### src/rtl/microseq_stack.sv
// Next-MPC logic for a MIC-1 style control path, extended with a micro-subroutine
// return stack, a pipeline stall and sticky stack-error flags.
module microseq_stack #(
  parameter int ADDR_W      = 9,
  parameter int MBR_W       = 8,
  parameter int STACK_DEPTH = 4,
  parameter logic [ADDR_W-1:0] RESET_ADDR = '0
) (
  input  logic                               clk,
  input  logic                               rst,
  input  logic                               N,
  input  logic                               Z,
  input  logic [MBR_W-1:0]                   MBR,
  input  logic [ADDR_W-1:0]                  next_addr,
  input  logic                               jmpc,
  input  logic                               jamn,
  input  logic                               jamz,
  input  logic                               call,
  input  logic                               ret,
  input  logic                               stall,
  output logic [ADDR_W-1:0]                  MPC,
  output logic [$clog2(STACK_DEPTH+1)-1:0]   depth,
  output logic                               err_ovf,
  output logic                               err_unf
);

  localparam int DEPTH_W = $clog2(STACK_DEPTH + 1);
  localparam int IDX_W   = (STACK_DEPTH > 1) ? $clog2(STACK_DEPTH) : 1;
  localparam int SLOTS   = 1 << IDX_W;

  logic [ADDR_W-1:0] stack_mem [SLOTS];
  logic [ADDR_W-1:0] target;
  logic [ADDR_W-1:0] ret_addr;
  logic [IDX_W-1:0]  top_idx;
  logic [IDX_W-1:0]  push_idx;
  logic              empty;
  logic              full;

  // Branch target is pure OR-merging of the jam conditions into the MIR field.
  always_comb begin
    target = next_addr;
    target[ADDR_W-1] = next_addr[ADDR_W-1] | (jamn & N) | (jamz & Z);
    if (jmpc) target = target | ADDR_W'(MBR);
  end

  assign ret_addr = MPC + ADDR_W'(1);
  assign empty    = (depth == '0);
  assign full     = (depth == DEPTH_W'(STACK_DEPTH));
  assign top_idx  = IDX_W'(depth - DEPTH_W'(1));
  assign push_idx = IDX_W'(depth);

  // One-cycle registered update; ret outranks call, stall freezes everything.
  always_ff @(posedge clk or negedge rst) begin
    if (!rst) begin
      MPC     <= RESET_ADDR;
      depth   <= '0;
      err_ovf <= 1'b0;
      err_unf <= 1'b0;
      for (int i = 0; i < SLOTS; i++) stack_mem[i] <= '0;
    end else if (!stall) begin
      if (ret) begin
        if (!empty) begin
          MPC <= stack_mem[top_idx];
          if (call) stack_mem[top_idx] <= ret_addr;
          else      depth <= depth - DEPTH_W'(1);
        end else begin
          MPC     <= RESET_ADDR;
          err_unf <= 1'b1;
        end
      end else if (call) begin
        MPC <= target;
        if (!full) begin
          stack_mem[push_idx] <= ret_addr;
          depth <= depth + DEPTH_W'(1);
        end else begin
          err_ovf <= 1'b1;
        end
      end else begin
        MPC <= target;
      end
    end
  end

endmodule

### config.mk
export PLATFORM = sky130hd
export DESIGN_NAME = microseq_stack
export DESIGN_NICKNAME = d
export VERILOG_FILES = /design/src/rtl/microseq_stack.sv
export SDC_FILE = /design/constraint.sdc
export NUM_CORES = 1
export LEC_CHECK = 0
export ABC_CLOCK_PERIOD_IN_PS = 4100
export CORE_ASPECT_RATIO = 0.9
export CORE_MARGIN = 5
export CORE_UTILIZATION = 39
export CTS_BUF_LIST = sky130_fd_sc_hd__clkbuf_4 sky130_fd_sc_hd__clkbuf_8
export DETAILED_ROUTE_END_ITERATION = 7
export GPL_TIMING_DRIVEN = 0
export PLACE_DENSITY_LB_ADDON = 0.05
export SLEW_MARGIN = 5
export SYNTH_ARGS = -nofsm -noshare
export SYNTH_HDL_FRONTEND = slang
export SYNTH_SLANG_ARGS = --single-unit
### constraint.sdc
create_clock -name clk -period 4.1 [get_ports clk]
set_input_delay 0.82 -clock clk [delete_from_list [all_inputs] [get_ports clk]]
set_output_delay 0.82 -clock clk [all_outputs]
set_load 0.05 [all_outputs]
==> summary.md <==
| Metric | Value |
|---|---|
| Status | finished, final reports clean |
| GRT overflow | 0 |
| Fin. max-slew vios | 0 |
| Commonest non-fill, non-tap cells in the layout | dfrtp_1, clkdlybuf4s50_1, nor2_1, a21oi_1, inv_1 |
| Layout cell share with drive strength beyond 1 | 16.25% |
| I/O Buffers | 39 |
| GRT Total Usage | about 16% |
| Yosys cell types | 35 |
| Largest net degree at the start of global routing | 28 |
| CP max-delay cell | buf_1 |
| Slew HR | 49.35% |
| GP Congestion | roughly 0.78 |
| Clk_lat worst skew | 300 ps |
| Most used cell along the critical path | inv_1 |
| Initial antenna violation count | 0 |
| Drt wl/cell | ~17 um |
| Final setup viols | 0 |
| Clk sinks | 50 |
| Tcrit/Tclk final | 64.13% |
| HP Class | register to register |
| Detailed Place HPWL | approximately 4400 um |
| Worst path cell trace | buf_2, inv_1, ha_1, buf_1, mux4_2, inv_1, o221ai_1 |
| Site row count | 28 |
| P_leak | 1.391 nW |
| Setup tns final | 0 ps |
| Syn nets | 264 |
| CP max FO | 10 |
| Floorplan core area | 6586 sq um |
| Area grow syn2layout | 23.90% |
| Number of global-route vias before repair | 1970 |
| Crit path DAT | 2780 ps |
| Tmin final | 2629 ps |
| Post-place setup slack | 1340 ps |
| Final WL | 6313 um |
| CP endpoint kind | register |
| WS Path Type | register to register |
| Maxcap violations | 0 |
| Nets | 311 |
| CTS max path bufs | 2 |
| Die Wd | 96.79 um |
| CP peak stage delay | 570 ps |
| Final non-filler cell area | 3276 sq um |
| First-pass DRT Iterations | 4 |
| Worst-Margin Slew | around 760 ps |
| Most common cell after layout, fill and taps aside | dfrtp_1 |
| Startpoint class of the critical path | register |
| N_diodes | 0 |
| Worst-path clk slew | 90 ps |
| Mapped Area | 2644 sq um |
| YS warnings | 0 |
| Num CTS Buffers | 5 |
| CTS root buffer | clkbuf_8 |
| RSZ-0062 raised after global routing | false |
| Hold Vio Cnt, Final | 0 |
| Initial Utilization | 40.14% |
| Worst vdd ir | 0.2492 mV |
| Final Power | 2.518 mW |
| Starting DRT DRC Count | 52 |
| Synth Register Bits | 50 |
| CTS tree | built |
| # hold bufs at CTS | 0 |
| Residual DRC | 0 |
| Post-DP Area | 3162 sq um |
| Worst clock skew | approximately 6.8 ps |
| CP required | ~4300 ps |
| Die Y | 88.11 um |
| Seq/Total Area, Yosys | a little under half |
| Vias | 1824 |
| Ports | 41 |
| H-tree depth | 2 |
| # resized after CTS | 0 |
| PwrDens | just under 800 nW/um^2 |
| Post-CTS setup buffers | 0 |
| Die area | 8528 sq um |
| First-pass GRT wire length | approximately 11000 um |
| Vias per inst | roughly 5.0 |
| Antenna-violating nets left | 0 |
| Fin worst setup slack | ~1500 ps |
| Max frequency | 380.3 MHz |
| Syn avg cell area | 11.54 sq um |
| Synth Instances | 229 |
## report_power, final
group | switching [mW] | internal (mW)
sequential | 0.164 | 0.725
combinational | 0.700 | 0.569
clock | 0.165 | 0.196
## cell type report
type                            instances  area (sq um)
Sequential cell                        50          1251
Multi-Input combinational cell        151          1259
Tap cell                               90         112.6
Timing Repair Buffer                   40         405.4
Fill cell                             627          3311
Buffer                                 14         81.33
Clock inverter                          1         30.03
Inverter                               14         52.55
Clock buffer                            7         83.83
## critical path: cells and delay by family (launching register included)
| kind | cells | cell delay (ps) |
|---|---|---|
| AO/OA/AOI/OAI | 1 | 110 |
| multiplexers | 1 | 410 |
| flip-flops | 1 | 430 |
| adder cells (fa/ha/maj) | 1 | 310 |
| buffers and inverters | 4 | 1220 |
## per-layer routing
| metal | vias to the layer above | wire length [um] | GRT usage, % |
|---|---|---|---|
| met1 | 882 | 2949 | 21.56 |
| met3 | 14 | 290 | 3.901 |
| met2 | 38 | 2970 | 25.81 |
| li1 | 890 | - | - |
| met4 | 0 | 104 | 4.719 |
| met5 | - | 0 | 0 |
## sequential cells by signal, summed over array words and instances, names as in the netlist
signal and flops:
err_unf 1, depth 3, MPC 9, stack_mem 36, err_ovf 1
## cell usage after synthesis
cell type	number	share of area, %
a211oi_4	2	1.5
a21oi_1	21	4.0
a21oi_2	4	1.3
a21oi_4	1	0.62
a221oi_1	1	0.33
a22oi_1	1	0.28
and2b_1	2	0.57
and3_2	1	0.28
buf_1	3	0.43
buf_2	2	0.38
buf_4	1	0.28
buf_6	3	1.3
clkbuf_1	5	0.71
dfrtp_1	50	47
ha_1	8	3.8
inv_1	14	2.0
mux2_1	8	3.4
mux2_2	10	4.3
mux2i_1	5	1.9
mux4_2	9	7.7
nand2_1	13	1.8
nand2b_1	2	0.47
nand2b_2	1	0.33
nand3_1	5	0.95
nand4_1	1	0.24
nor2_1	22	3.1
nor2b_1	1	0.24
nor3_1	1	0.19
o21bai_1	2	0.57
o221ai_1	9	3.0
o31ai_1	1	0.28
or2_2	1	0.24
or2b_1	1	0.28
xnor2_1	9	3.0
xor2_1	9	3.0
## worst paths after layout
| check | slack, ps | endpoint | cells past startpoint | startpoint |
|---|---|---|---|---|
| worst min-delay path | 470 | err_ovf | 2 | err_ovf |
| min in group asynchronous | 510 | stack_mem[5] | 1 | rst |
| worst min register to register | 470 | err_ovf | 2 | err_ovf |
| max in group asynchronous | 3030 | stack_mem[3] | 2 | rst |
| worst max register to register | 1470 | MPC[2] | 7 | depth[0] |
| worst max-delay path | 1470 | MPC[2] | 7 | depth[0] |
## cells by family after synthesis
kind of cell	after synthesis	synth area share, %
and+or+nand+nor	51	8.756
DFF	50	47.33
AOI/OAI and AO/OA	42	11.88
muxes	32	17.23
buffers and inverters	28	5.064
xor gates and xnor gates	18	5.963
adders and majority gates	8	3.786
## stage by stage
step	util [%]	hold slack, ps	std cells
finish	49.73	465.3	367
global route	49.73	489.7	367
global placement	47.78	449.2	358
CTS	49.73	473.8	367
floorplan	-	458.9	229
detailed placement	48.01	452.1	359
No activity file was read; power rests on OpenSTA's default activity.
